[config.mk]
export PLATFORM = sky130hd
export DESIGN_NAME = complex_div_arbiter_flat
export DESIGN_NICKNAME = d
export VERILOG_FILES = /design/src/rtl/complex_div_arbiter_if.sv /design/src/rtl/complex_div_arbiter.sv /design/src/flat_wrapper.sv
export SDC_FILE = /design/constraint.sdc
export NUM_CORES = 1
export LEC_CHECK = 0
export BUFFER_PORTS_ARGS = -buffer_cell sky130_fd_sc_hd__buf_2
export CORE_AREA = 2 2 408 410
export CTS_CLUSTER_DIAMETER = 120
export DETAILED_ROUTE_END_ITERATION = 7
export DIE_AREA = 0 0 410 412
export PLACE_DENSITY = 0.32
export SLEW_MARGIN = 5
export SYNTH_ARGS = -nofsm -noshare
export SYNTH_HDL_FRONTEND = slang
export SYNTH_SLANG_ARGS = --single-unit
[constraint.sdc]
create_clock -name clk_i -period 8.29 [get_ports clk_i]
set_input_delay 1.2435 -clock clk_i [delete_from_list [all_inputs] [get_ports clk_i]]
set_output_delay 1.2435 -clock clk_i [all_outputs]
set_load 0.01 [all_outputs]
[src/rtl/complex_div_arbiter_if.sv]
// Shared status type and the requester/divider handshake bundle
// seen by complex_div_arbiter (slave) and its environment (master).
package fpnew_pkg;
  typedef struct packed {
    logic NV;
    logic DZ;
    logic OF;
    logic UF;
    logic NX;
  } status_t;
endpackage

interface complex_div_arbiter_if #(
  parameter int unsigned NUM_REQ = 2
) ();
  import fpnew_pkg::*;

  logic [NUM_REQ-1:0][3:0][63:0] req_operands_i;
  logic [NUM_REQ-1:0]            req_valid_i;
  logic [NUM_REQ-1:0]            req_ready_o;
  logic [1:0][63:0]              resp_result_o;
  status_t                       resp_status_o;
  logic [NUM_REQ-1:0]            resp_valid_o;
  logic [NUM_REQ-1:0]            resp_ready_i;
  logic [3:0][63:0]              div_operands_o;
  logic                          div_in_valid_o;
  logic                          div_in_ready_i;
  logic [1:0][63:0]              div_result_i;
  status_t                       div_status_i;
  logic                          div_out_valid_i;
  logic                          div_out_ready_o;

  modport slave (
    input  req_operands_i, req_valid_i, resp_ready_i,
    input  div_in_ready_i, div_result_i, div_status_i,
    input  div_out_valid_i,
    output req_ready_o, resp_result_o, resp_status_o,
    output resp_valid_o, div_operands_o, div_in_valid_o,
    output div_out_ready_o
  );

  modport master (
    output req_operands_i, req_valid_i, resp_ready_i,
    output div_in_ready_i, div_result_i, div_status_i,
    output div_out_valid_i,
    input  req_ready_o, resp_result_o, resp_status_o,
    input  resp_valid_o, div_operands_o, div_in_valid_o,
    input  div_out_ready_o
  );
endinterface

[src/rtl/complex_div_arbiter.sv]
// Round-robin front end sharing one complex_div pipeline; a tag
// FIFO routes each in-order result back to the requester that issued it.
module complex_div_arbiter #(
  parameter int unsigned NUM_REQ = 2,
  parameter int unsigned DEPTH   = 8
) (
  input  logic                  clk_i,
  input  logic                  rst_ni,
  complex_div_arbiter_if.slave  bus,
  input  logic                  flush_i,
  output logic                  div_flush_o,
  output logic                  busy_o,
  output logic                  err_o
);
  localparam int unsigned IW = $clog2(NUM_REQ);
  localparam int unsigned PW = $clog2(DEPTH);
  localparam int unsigned CW = PW + 1;

  logic [IW-1:0] rr_q, rr_d;
  logic [IW-1:0] tags_q [DEPTH];
  logic [PW-1:0] wptr_q, rptr_q;
  logic [CW-1:0] cnt_q, cnt_d;
  logic          err_q, err_d;

  logic [IW-1:0] gnt, idx, tag;
  logic          found;
  logic          any_req, full, empty;
  logic          in_valid, push, pop;

  // Search starts at rr_q and wraps modulo NUM_REQ.
  always_comb begin
    gnt   = '0;
    idx   = '0;
    found = 1'b0;
    for (int unsigned k = 0; k < NUM_REQ; k++) begin
      idx = IW'((32'(rr_q) + k) % NUM_REQ);
      if (!found && bus.req_valid_i[idx]) begin
        found = 1'b1;
        gnt   = idx;
      end
    end
  end

  assign any_req  = |bus.req_valid_i;
  assign full     = (cnt_q == CW'(DEPTH));
  assign empty    = (cnt_q == '0);
  assign in_valid = rst_ni & any_req & ~full & ~flush_i;
  assign push     = in_valid & bus.div_in_ready_i;
  assign tag      = tags_q[rptr_q];

  assign bus.div_in_valid_o = in_valid;
  assign bus.div_operands_o =
    any_req ? bus.req_operands_i[gnt] : '0;

  always_comb begin
    bus.req_ready_o      = '0;
    bus.req_ready_o[gnt] = push;
  end

  always_comb begin
    bus.resp_valid_o = '0;
    if (rst_ni && !empty) begin
      bus.resp_valid_o[tag] = bus.div_out_valid_i & ~flush_i;
    end
  end

  // With nothing in flight, drain strays instead of stalling the divider.
  assign bus.div_out_ready_o =
    !rst_ni ? 1'b0 :
    empty   ? 1'b1 :
              bus.resp_ready_i[tag];

  assign pop = ~empty & bus.div_out_valid_i
             & bus.div_out_ready_o;

  assign bus.resp_result_o = bus.div_result_i;
  assign bus.resp_status_o = bus.div_status_i;

  assign div_flush_o = flush_i;
  assign busy_o      = ~empty;
  assign err_o       = err_q;

  always_comb begin
    rr_d = rr_q;
    if (push) begin
      rr_d = (gnt == IW'(NUM_REQ - 1)) ? '0 : gnt + 1'b1;
    end
    unique case ({push, pop})
      2'b10:   cnt_d = cnt_q + 1'b1;
      2'b01:   cnt_d = cnt_q - 1'b1;
      default: cnt_d = cnt_q;
    endcase
    err_d = err_q | (empty & bus.div_out_valid_i & ~flush_i);
  end

  always_ff @(posedge clk_i) begin
    if (!rst_ni) begin
      rr_q   <= '0;
      cnt_q  <= '0;
      wptr_q <= '0;
      rptr_q <= '0;
      err_q  <= 1'b0;
    end else if (flush_i) begin
      rr_q   <= '0;
      cnt_q  <= '0;
      wptr_q <= '0;
      rptr_q <= '0;
    end else begin
      rr_q  <= rr_d;
      cnt_q <= cnt_d;
      err_q <= err_d;
      if (push) begin
        tags_q[wptr_q] <= gnt;
        wptr_q         <= wptr_q + 1'b1;
      end
      if (pop) begin
        rptr_q <= rptr_q + 1'b1;
      end
    end
  end
endmodule

[src/flat_wrapper.sv]
// flat-port wrapper written by rule: the top's interface ports become plain ports
module complex_div_arbiter_flat 
#(
  parameter int unsigned NUM_REQ = 2,
  parameter int unsigned DEPTH   = 8
)
  (clk_i, rst_ni, flush_i, div_flush_o, busy_o, err_o, bus_req_operands_i, bus_req_valid_i, bus_resp_ready_i, bus_div_in_ready_i, bus_div_result_i, bus_div_status_i, bus_div_out_valid_i, bus_req_ready_o, bus_resp_result_o, bus_resp_status_o, bus_resp_valid_o, bus_div_operands_o, bus_div_in_valid_o, bus_div_out_ready_o);
  complex_div_arbiter_if #(.NUM_REQ(NUM_REQ)) bus_i ();
  input  logic clk_i;
  input  logic rst_ni;
  input  logic flush_i;
  output logic div_flush_o;
  output logic busy_o;
  output logic err_o;
  input wire logic [$bits(bus_i.req_operands_i)-1:0] bus_req_operands_i;
  input wire logic [$bits(bus_i.req_valid_i)-1:0] bus_req_valid_i;
  input wire logic [$bits(bus_i.resp_ready_i)-1:0] bus_resp_ready_i;
  input wire logic [$bits(bus_i.div_in_ready_i)-1:0] bus_div_in_ready_i;
  input wire logic [$bits(bus_i.div_result_i)-1:0] bus_div_result_i;
  input wire logic [$bits(bus_i.div_status_i)-1:0] bus_div_status_i;
  input wire logic [$bits(bus_i.div_out_valid_i)-1:0] bus_div_out_valid_i;
  output wire logic [$bits(bus_i.req_ready_o)-1:0] bus_req_ready_o;
  output wire logic [$bits(bus_i.resp_result_o)-1:0] bus_resp_result_o;
  output wire logic [$bits(bus_i.resp_status_o)-1:0] bus_resp_status_o;
  output wire logic [$bits(bus_i.resp_valid_o)-1:0] bus_resp_valid_o;
  output wire logic [$bits(bus_i.div_operands_o)-1:0] bus_div_operands_o;
  output wire logic [$bits(bus_i.div_in_valid_o)-1:0] bus_div_in_valid_o;
  output wire logic [$bits(bus_i.div_out_ready_o)-1:0] bus_div_out_ready_o;
  assign bus_i.req_operands_i = bus_req_operands_i;
  assign bus_i.req_valid_i = bus_req_valid_i;
  assign bus_i.resp_ready_i = bus_resp_ready_i;
  assign bus_i.div_in_ready_i = bus_div_in_ready_i;
  assign bus_i.div_result_i = bus_div_result_i;
  assign bus_i.div_status_i = bus_div_status_i;
  assign bus_i.div_out_valid_i = bus_div_out_valid_i;
  assign bus_req_ready_o = bus_i.req_ready_o;
  assign bus_resp_result_o = bus_i.resp_result_o;
  assign bus_resp_status_o = bus_i.resp_status_o;
  assign bus_resp_valid_o = bus_i.resp_valid_o;
  assign bus_div_operands_o = bus_i.div_operands_o;
  assign bus_div_in_valid_o = bus_i.div_in_valid_o;
  assign bus_div_out_ready_o = bus_i.div_out_ready_o;
  complex_div_arbiter #(.NUM_REQ(NUM_REQ), .DEPTH(DEPTH)) u_core (.clk_i(clk_i), .rst_ni(rst_ni), .bus(bus_i), .flush_i(flush_i), .div_flush_o(div_flush_o), .busy_o(busy_o), .err_o(err_o));
endmodule
==> results by group <==
Placement
  – Global placement routability congestion: 0.888
  – Detailed placement HPWL: 79700 um
  – IO Port Bufs: 785

Critical path
  – Worst Path Arrival: 3.84 ns
  – Crit Reg-Reg Endpoint: u_core.cnt_q[2]$_SDFFE_PP0P_
  – Critical Path End Type: output port
  – CP Launch Point: bus_req_valid_i[0]
  – Flop2flop setup slack: 5.16 ns
  – Reg2reg path depth: 10
  – Startpoint types: input pin
  – Crit path kind: in2out
  – CP max FO: 134
  – Crit path required time: 7.05 ns

Detailed routing
  – WL met1: 33200 um
  – Top sig layer: met5
  – Met2 WL: 39100 um
  – Remaining DRCs: 0
  – DR vias: 10116
  – Drt via density: 2.62
  – Routed WL per cell: 22.4 um
  – Detailed Route WL: 86700 um
  – TritonRoute pass-1 iters: 5
  – Initial drt markers: 619
  – Routed Antenna Nets: 0
  – WL met3: 12800 um

STA
  – Final TNS setup: 0 ns
  – Fin crit share: 0.613
  – Clock skew: 0.00463 ns
  – Final Hold Vio Count: 0
  – Crit path time final: 5.08 ns
  – Final setup violation count: 0
  – Unrepaired setup endpoints after global routing: false
  – Slew Limit Headroom: 0.326
  – Worst slew pin tran: 1.01 ns
  – Fmax achieved: 197 MHz
  – Hold Worst Slack: 0.465 ns
  – Max Slew Vio Count: 0

Global routing
  – First-pass GRT wire length: 105000 um
  – Largest net degree at the start of global routing: 135
  – Global route overflow: 0
  – Vias in the first global route: 9306
  – Initial antenna violation count: 110
  – Gr usage total: 0.0951

Logic synthesis
  – Post-synthesis sequential element count: 23
  – Cell variety after synth: 36
  – Mapped cell area: 5640 um2
  – Sequential share of the synthesized area: 0.0958
  – EDFF count, synth: 8
  – Syn nets: 1754
  – Mean Syn Cell Area: 5.15 um2
  – Top FF cell, synth: dfxtp_1
  – Post-synthesis cell count: 1095
  – Ys async rst share: 0
  – Synth warn: 0

Floorplanning
  – DIE WIDTH: 410 um
  – Initial core utilization: 0.0344
  – # rows: 149
  – Total die area: 169000 um2
  – Die Y-Extent: 412 um
  – Num ports: 1052
  – Core area: 164000 um2

Worst hold path
  – Worst Hold End: u_core.err_o$_SDFFE_PN0N_
  – Worst hold start: u_core.err_o$_SDFFE_PN0N_
  – Hold Crit Depth: 1
  – Type of the worst min-delay path: reg2reg

CTS
  – CTS Buf Count: 3
  – Htree depth: 1
  – Clock-pin slew on the worst setup and hold paths: 0.06 ns
  – Max Buffers Root-to-Sink: 2
  – Post-CTS sizing: 0
  – Hold buffers post-CTS: 0
  – Post-CTS Setup Bufs: 0
  – Clk_lat worst skew: 0.26 ns
  – CTS root buf: clkbuf_16
  – CTS Sinks: 23
  – CTS tree: done

Cells and area
  – Share of layout cells above drive strength 1: 0.481
  – Filler cells: 19730
  – Area grow syn2layout: 98.3%
  – Commonest non-fill, non-tap cell in the layout: buf_2
  – Most frequent cells in the layout: 784 x buf_2, 518 x nand2_1, 261 x nand3_1, 16 x nor2_1, 15 x dfxtp_1
  – Final #Nets: 2332

Power and ir drop
  – LEAKAGE: 5.92 nW
  – P per Cell Area: 68.3 nW/um2
  – VDD IR-drop max: 0.0000651 V

Job
  – Maximum capacitance violations: 0

Run status
  – Outcome: finished, final reports clean
==> cells in the mapped netlist (3+ instances only) <==
cell / instances / share of area
nand2_1: 518 / 0.34
nand3_1: 261 / 0.23
buf_4: 134 / 0.18
clkbuf_1: 85 / 0.057
nor2_1: 16 / 0.011
dfxtp_1: 15 / 0.053
edfxtp_1: 8 / 0.043
a21oi_1: 5 / 0.0044
ha_1: 5 / 0.011
o21ai_0: 4 / 0.0035
xor2_1: 4 / 0.0062
inv_1: 3 / 0.0020
nand2b_1: 3 / 0.0033
nand4_1: 3 / 0.0033
nor2b_1: 3 / 0.0033
nor3_1: 3 / 0.0027
==> final cells by class <==
cell class | instances | area (um2) | share of cell area
repair buffers | 795 | 4040 | 0.361
multi-input cells | 846 | 3760 | 0.336
well taps | 2189 | 2740 | 0.245
flip-flops and latches | 23 | 541 | 0.0483
clock buffers | 4 | 78.8 | 0.00704
inverters | 4 | 22.5 | 0.00201
diodes | 5 | 12.5 | 0.00112
==> power breakdown <==
group	switching, mW	internal [mW]	leakage [nW]
Clock	0.0407	0.0657	0.0382
Combinational	0.329	0.211	5.68
Sequential	0.000760	0.117	0.194
Total	0.371	0.394	5.92
==> through the flow <==
stage          instances  setup WS (ns)  power [mW]  utilization  instance area [um2]
2_1_floorplan       1095           4.51       0.396            -                 5640
6_report            3866           3.21       0.765       0.0682                11200
3_3_place_gp        3857           3.07       0.678       0.0676                11100
3_5_place_dp        3857           3.12       0.670       0.0676                11100
4_1_cts             3861           3.12       0.777       0.0681                11200
5_1_grt             3861           2.98       0.823       0.0681                11200
==> worst max-delay path, stage by stage <==
cell,delay [ns]
buf_8,0.24
inv_1,0.13
o21ai_4,0.52
inv_8,0.34
buf_12,0.32
nand2_1,0.20
nand2_1,0.28
buf_2,0.25
==> per-layer routing <==
metal  vias up  GRT usage
met1      4464      0.113
met5         -          0
met3       147     0.0531
li1       4542          -
met2       955      0.155
met4         8    0.00767
==> logic make-up (layout without fill, tap and decap cells) <==
| group | Yosys count | after routing | synth area share |
|---|---|---|---|
| AO/OA/AOI/OAI | 15 | 15 | 0.0166 |
| adder cells (fa/ha/maj) | 5 | 5 | 0.0111 |
| other | 0 | 5 | 0 |
| AND/OR/NAND/NOR | 814 | 814 | 0.608 |
| flip-flops | 23 | 23 | 0.0958 |
| XOR/XNOR | 6 | 6 | 0.00931 |
| buffers and inverters | 226 | 803 | 0.240 |
| multiplexers | 6 | 6 | 0.0193 |
==> worst max-delay path by stage <==
stage | endpoint | slack [ns] | cells after the start
finish | bus_div_operands_o[34] | 3.21 | 8
global route | bus_div_operands_o[41] | 2.98 | 8
CTS | bus_div_operands_o[41] | 3.12 | 8
detailed placement | bus_div_operands_o[41] | 3.12 | 8
global placement | bus_div_operands_o[6] | 3.07 | 7
floorplan | bus_div_operands_o[235] | 4.51 | 7
Power figures use the tool's default switching activity.
